## config.mk

```make
export PLATFORM = sky130hd
export DESIGN_NAME = ram_word_packer_flat
export DESIGN_NICKNAME = d
export VERILOG_FILES = /design/src/rtl/ram_word_packer_pkg.sv /design/src/rtl/ram_word_packer_if.sv /design/src/rtl/ram_word_packer_byte_shifter.sv /design/src/rtl/ram_word_packer.sv /design/src/flat_wrapper.sv
export SDC_FILE = /design/constraint.sdc
export NUM_CORES = 1
export LEC_CHECK = 0
export ABC_AREA = 0
export BUFFER_PORTS_ARGS = -buffer_cell sky130_fd_sc_hd__buf_2
export CORE_ASPECT_RATIO = 0.5
export CORE_MARGIN = 3
export CORE_UTILIZATION = 45
export CTS_BUF_LIST = sky130_fd_sc_hd__clkbuf_8
export DETAILED_ROUTE_END_ITERATION = 10
export PLACE_DENSITY = 0.68
export SLEW_MARGIN = 15
export SYNTH_ARGS = -nofsm -noshare
export SYNTH_HDL_FRONTEND = slang
export SYNTH_SLANG_ARGS = --single-unit
```

## constraint.sdc

```tcl
create_clock -name clk -period 1.6 [get_ports clk]
set_clock_uncertainty 0.05 [all_clocks]
set_input_delay 0.08 -clock clk [delete_from_list [all_inputs] [get_ports clk]]
set_output_delay 0.08 -clock clk [all_outputs]
set_load 0.05 [all_outputs]
```

## src/rtl/ram_word_packer_pkg.sv

```systemverilog
// ram_word_packer_pkg: shared state encoding, default widths and word geometry helper
package ram_word_packer_pkg;
    localparam int DEF_ADDR_WIDTH = 6;
    localparam int DEF_DATA_WIDTH = 128;
    localparam int DEF_IN_WIDTH   = 8;
    localparam int DEF_WORD_COUNT = 64;

    typedef enum logic [1:0] {
        IDLE  = 2'd0,
        FILL  = 2'd1,
        WRITE = 2'd2,
        DONE  = 2'd3
    } state_t;

    function automatic int bytes_per_word(input int data_width, input int in_width);
        return data_width / in_width;
    endfunction
endpackage

```

## src/rtl/ram_word_packer_if.sv

```systemverilog
// ram_word_packer_if: byte-stream handshake plus RAM write port; master is the packer side
interface ram_word_packer_if #(
    parameter int ADDR_WIDTH = 6,
    parameter int DATA_WIDTH = 128,
    parameter int IN_WIDTH   = 8
);
    logic [IN_WIDTH-1:0]   in_data;
    logic                  in_valid;
    logic                  in_ready;
    logic [ADDR_WIDTH-1:0] ram_addr;
    logic                  ram_we;
    logic [DATA_WIDTH-1:0] ram_wdata;

    modport master (
        input  in_data, in_valid,
        output in_ready, ram_addr, ram_we, ram_wdata
    );

    modport slave (
        output in_data, in_valid,
        input  in_ready, ram_addr, ram_we, ram_wdata
    );
endinterface

```

## src/rtl/ram_word_packer_byte_shifter.sv

```systemverilog
// ram_byte_shifter: big-endian byte-to-word shift register with a byte counter flagging the last slot
module ram_byte_shifter
    import ram_word_packer_pkg::*;
#(
    parameter int DATA_WIDTH = DEF_DATA_WIDTH,
    parameter int IN_WIDTH   = DEF_IN_WIDTH
) (
    input  logic                  clk,
    input  logic                  rst,
    input  logic                  clr,
    input  logic                  load,
    input  logic [IN_WIDTH-1:0]   din,
    output logic [DATA_WIDTH-1:0] word_nxt,
    output logic                  word_full
);
    localparam int BPW = bytes_per_word(DATA_WIDTH, IN_WIDTH);
    localparam int CW  = BPW > 1 ? $clog2(BPW) : 1;

    logic [CW-1:0]         cnt;
    logic [DATA_WIDTH-1:0] word;

    assign word_nxt  = {word[DATA_WIDTH-IN_WIDTH-1:0], din};
    assign word_full = cnt == CW'(BPW - 1);

    // shift each accepted byte in at the bottom so the first byte ends up in the top lane
    always_ff @(posedge clk) begin
        if (rst || clr) begin
            cnt  <= '0;
            word <= '0;
        end else if (load) begin
            cnt  <= word_full ? '0 : cnt + CW'(1);
            word <= word_nxt;
        end
    end
endmodule

```

## src/rtl/ram_word_packer.sv

```systemverilog
// ram_word_packer: packs a byte stream into RAM words and writes one frame; optional RAM_WORD_PACKER_CHECKSUM_EN adds an XOR checksum output
module ram_word_packer
    import ram_word_packer_pkg::*;
#(
    parameter int ADDR_WIDTH = DEF_ADDR_WIDTH,
    parameter int DATA_WIDTH = DEF_DATA_WIDTH,
    parameter int IN_WIDTH   = DEF_IN_WIDTH,
    parameter int WORD_COUNT = DEF_WORD_COUNT
) (
    input  logic                  clk,
    input  logic                  rst,
    input  logic                  start,
    ram_word_packer_if.master     bus,
    output logic                  busy,
    output logic                  done
`ifdef RAM_WORD_PACKER_CHECKSUM_EN
    ,
    output logic [DATA_WIDTH-1:0] checksum
`endif
);
    state_t                state, state_nxt;
    logic [ADDR_WIDTH-1:0] word_idx;
    logic                  go, xfer, last, word_full;
    logic [DATA_WIDTH-1:0] word_nxt;

    assign bus.in_ready = state == FILL;
    assign bus.ram_we   = state == WRITE;
    assign busy         = state == FILL || state == WRITE;
    assign done         = state == DONE;

    ram_byte_shifter #(.DATA_WIDTH(DATA_WIDTH), .IN_WIDTH(IN_WIDTH)) u_shift (
        .clk       (clk),
        .rst       (rst),
        .clr       (go),
        .load      (xfer),
        .din       (bus.in_data),
        .word_nxt  (word_nxt),
        .word_full (word_full)
    );

    // next state: start only counts when idle or finished; a full word forces one WRITE cycle
    always_comb begin
        go        = start && (state == IDLE || state == DONE);
        xfer      = bus.in_valid && state == FILL;
        last      = word_idx == ADDR_WIDTH'(WORD_COUNT - 1);
        state_nxt = go ? FILL : (xfer && word_full) ? WRITE : state == WRITE ? (last ? DONE : FILL) : state;
    end

    // state register
    always_ff @(posedge clk) begin
        if (rst) state <= IDLE;
        else     state <= state_nxt;
    end

    // word counter and registered RAM address/data, captured as the last byte of a word arrives
    always_ff @(posedge clk) begin
        if (rst) begin
            word_idx      <= '0;
            bus.ram_addr  <= '0;
            bus.ram_wdata <= '0;
        end else begin
            if (go)                 word_idx <= '0;
            else if (state == WRITE) word_idx <= word_idx + ADDR_WIDTH'(1);
            if (xfer && word_full) begin
                bus.ram_addr  <= word_idx;
                bus.ram_wdata <= word_nxt;
            end
        end
    end

`ifdef RAM_WORD_PACKER_CHECKSUM_EN
    // running XOR of every word written in this frame
    always_ff @(posedge clk) begin
        if (rst || go)           checksum <= '0;
        else if (state == WRITE) checksum <= checksum ^ bus.ram_wdata;
    end
`endif
endmodule

```

## src/flat_wrapper.sv

```systemverilog
// flat-port wrapper written by rule: the top's interface ports become plain ports
module ram_word_packer_flat import ram_word_packer_pkg::*;
#(
    parameter int ADDR_WIDTH = DEF_ADDR_WIDTH,
    parameter int DATA_WIDTH = DEF_DATA_WIDTH,
    parameter int IN_WIDTH   = DEF_IN_WIDTH,
    parameter int WORD_COUNT = DEF_WORD_COUNT
)
  (clk, rst, start, busy, done, bus_in_data, bus_in_valid, bus_in_ready, bus_ram_addr, bus_ram_we, bus_ram_wdata);
  ram_word_packer_if #(.ADDR_WIDTH(ADDR_WIDTH), .DATA_WIDTH(DATA_WIDTH), .IN_WIDTH(IN_WIDTH)) bus_i ();
  input  logic clk;
  input  logic rst;
  input  logic start;
  output logic busy;
  output logic done;
  input wire logic [$bits(bus_i.in_data)-1:0] bus_in_data;
  input wire logic [$bits(bus_i.in_valid)-1:0] bus_in_valid;
  output wire logic [$bits(bus_i.in_ready)-1:0] bus_in_ready;
  output wire logic [$bits(bus_i.ram_addr)-1:0] bus_ram_addr;
  output wire logic [$bits(bus_i.ram_we)-1:0] bus_ram_we;
  output wire logic [$bits(bus_i.ram_wdata)-1:0] bus_ram_wdata;
  assign bus_i.in_data = bus_in_data;
  assign bus_i.in_valid = bus_in_valid;
  assign bus_in_ready = bus_i.in_ready;
  assign bus_ram_addr = bus_i.ram_addr;
  assign bus_ram_we = bus_i.ram_we;
  assign bus_ram_wdata = bus_i.ram_wdata;
  ram_word_packer #(.ADDR_WIDTH(ADDR_WIDTH), .DATA_WIDTH(DATA_WIDTH), .IN_WIDTH(IN_WIDTH), .WORD_COUNT(WORD_COUNT)) u_core (.clk(clk), .rst(rst), .start(start), .bus(bus_i), .busy(busy), .done(done));
endmodule
```

==> flow_summary_export.csv <==
group,metric,value,unit
min_path,holdPathStages,4,
critical_path,start_kind,"register",
cells_and_area,syn_to_final_growth,22.1,%
die,die_area,23600,um^2
clock_tree,clk_latency,0.52,ns
critical_path,critPathKind,"register to register",
yosys,syn_inst,1194,
global_routing,gr-total-overflow,0,
clock_tree,cts_inserted_buffers,39,
flow_run,max_cap_viol_count,0,
cells_and_area,fillers,1900,
drt,wire_per_inst,15.5,um
timing,tns,0,ns
timing,fin_crit_sh,96.1,%
critical_path,cp_max_fo,44,
timing,slew_headroom,65.9,%
timing,drv_slew,0,
critical_path,startpoint,"u_core.state[1]",
timing,rsz0062_at_grt,"true",
yosys,synthXorXnorAreaFrac,0.539,%
placement,io_buffer_count,149,
clock_tree,cts.sink_count,266,
cells_and_area,drive_gt1_share,19.5,%
clock_tree,cts_tree,"yes",
die,die_height,110,um
critical_path,reg2reg_depth,6,
drt,wl,25400,um
placement,post_dp_cell_area,10800,um^2
yosys,synth_nets,1211,
yosys,yosysTopAreaCellShare,54.7,%
run_status,run_status,"completed",
drt,drc,0,
placement,placed_cells,1551,
drt,drtPass1Iterations,5,
timing,fin_hold_ws,0.317,ns
power_and_ir_drop,vdd_drop_max,0.000588,V
yosys,synth_area_leaders,"dfxtp_1, a21oi_1, nand2_1, o21ai_0, nand3_1",
critical_path,arrival,1.86,ns
yosys,synth_top_family_by_area,"compound AO/OA/AOI/OAI gates",
timing,finalSetupViolCount,0,
die,die_w,214,um
cells_and_area,design_area,11900,um^2
placement,dp_hpwl,15600,um
drt,initialDrtViolationCount,850,
drt,route.vias.total,8738,
yosys,yosysWarningCount,0,
yosys,synthMuxAreaShare,0.103,%
critical_path,required,1.93,ns
global_routing,grt_start_max_net_pins,89,
critical_path,rr_startpoint,"u_core.state[1]",
cells_and_area,final_cell_count_no_fill,1636,
yosys,synth_compound_area_share,20.5,%
critical_path,crit_path_end_kind,"register",
yosys,synthSimpleGateAreaFrac,17.5,%
yosys,ys_seq_area_share,54.7,%
timing,period_minus_slack,1.54,ns
drt,detail-route-antenna-nets,0,
min_path,hp-start,"bus_in_data[2]",
die,coreArea,20900,um^2
timing,tightest_slew,0.512,ns
die,initial_core_util,46.7,%
cells_and_area,diodes,0,
clock_tree,htreeDepth,2,
global_routing,grt_util_all_layers,20.5,%
clock_tree,path_clk_slew,0.07,ns
yosys,yosys.cell_types.count,27,
timing,max_freq,0.650,GHz
global_routing,grt_pass1_vias,8046,
yosys,syn_area_per_cell,8.16,um^2
global_routing,antenna_found_initial,0,
die,io_pins,150,
global_routing,grt_pass1_wl,40500,um
cells_and_area,layout.cells.most_common,"dfxtp_1",
clock_tree,root_buffer,"clkbuf_8",
timing,hold_viol,0,
placement,place.gp.congestion,0.801,
cells_and_area,mostFrequentLayoutCells,"dfxtp_1, a21oi_1, nand2_1",
yosys,synth_area,9740,um^2
yosys,synth_fa_ha_area_share,0.642,%
cells_and_area,utilization,57.0,%
cells_and_area,layout.nets,1335,
yosys,synth_top_cell_by_area,"dfxtp_1",
yosys,synth.ff_latch_count,266,
power_and_ir_drop,p_per_area,1050,nW/um^2
min_path,worstHoldPathType,"input port to register",
power_and_ir_drop,p_leak,4.33,nW
drt,via_per_inst,5.34,
die,rows,37,
clock_tree,clock_path_buffers,3,
## cell type report
| type | instances | area (um^2) | share of cell area (%) |
|---|---|---|---|
| Clock buffer | 50 | 688 | 5.78 |
| Clock inverter | 17 | 91.3 | 0.768 |
| Inverter | 3 | 11.3 | 0.0947 |
| Multi-Input combinational cell | 809 | 3920 | 33.0 |
| Sequential cell | 266 | 5330 | 44.8 |
| Tap cell | 292 | 365 | 3.07 |
| Timing Repair Buffer | 199 | 1490 | 12.5 |
## cell usage after synthesis
cell / instances
nand3_1: 135
dfxtp_1: 266
xor2_1: 3
a211oi_1: 1
and3_1: 1
xnor2_1: 3
nand3_2: 1
buf_2: 49
o21ai_0: 136
mux2i_1: 1
inv_1: 3
buf_1: 2
clkbuf_1: 49
or3_1: 2
buf_4: 9
buf_6: 7
nor2_1: 7
nor3_1: 1
o21ba_2: 1
nand2_1: 247
a21oi_1: 257
and2_1: 2
nand4_1: 2
o22ai_1: 2
ha_1: 5
nand2b_1: 1
nand2_2: 1
## state kept, by name, summed over array words and instances (netlist names)
signal / flops
u_core.u_shift.cnt: 4
u_core.bus.ram_addr: 6
u_core.u_shift.word: 120
u_core.bus.ram_wdata: 128
u_core.state: 2
u_core.word_idx: 6
## per-stage QoR
stage,setup slack (ns),total power [mW]
6_report,0.0616,12.5
5_1_grt,-0.0111,13.0
4_1_cts,0.00331,12.7
3_5_place_dp,0.00591,7.18
3_3_place_gp,0.0895,7.18
2_1_floorplan,-0.00217,7.03
## worst max-delay path, stage by stage (launching register included)
cell,delay (ns)
dfxtp_2,0.33
inv_2,0.08
ha_4,0.18
nand3_4,0.15
buf_12,0.22
o21ai_0,0.27
a21oi_2,0.10
## timing repair
item                                   CTS  global route
cloned                                   0             2
hold buffers                            11             0
pin swaps                                1             2
buffers inserted                         1             4
endpoints found under the hold margin   19             0
resized for setup                        6            17
setup endpoints to repair                5            68
## logic make-up after synthesis
family	count (synthesis)
compound gates	397
xor+xnor	6
fa+ha+maj	5
buf+inv	119
flops	266
mux	1
simple gates	400
## worst paths after layout
kind	end	slack, ns
worst max-delay path	u_core.bus.ram_wdata[106]	0.06
worst min-delay path	u_core.u_shift.word[2]	0.32
worst max register to register	u_core.bus.ram_wdata[106]	0.06
worst min register to register	u_core.u_shift.word[112]	0.41
## report_power, final
group / internal [mW] / switching, mW / leakage [nW]
sequential: 6.63 / 0.0103 / 2.14
combinational: 0.134 / 0.290 / 1.73
clock: 2.95 / 2.50 / 0.457
total: 9.71 / 2.80 / 4.33
## routing by layer
metal | part of all wire, % | global-route usage (%) | vias to the layer above | wire length, um
met1 | 47 | 28.3 | 4155 | 11900
met4 | 1.5 | 5.26 | 0 | 380
met3 | 5.0 | 4.05 | 34 | 1260
li1 | - | - | 4324 | -
met2 | 46 | 33.4 | 225 | 11800
met5 | 0 | 0 | - | 0
Note: power is estimated with default switching activity, not from simulation.
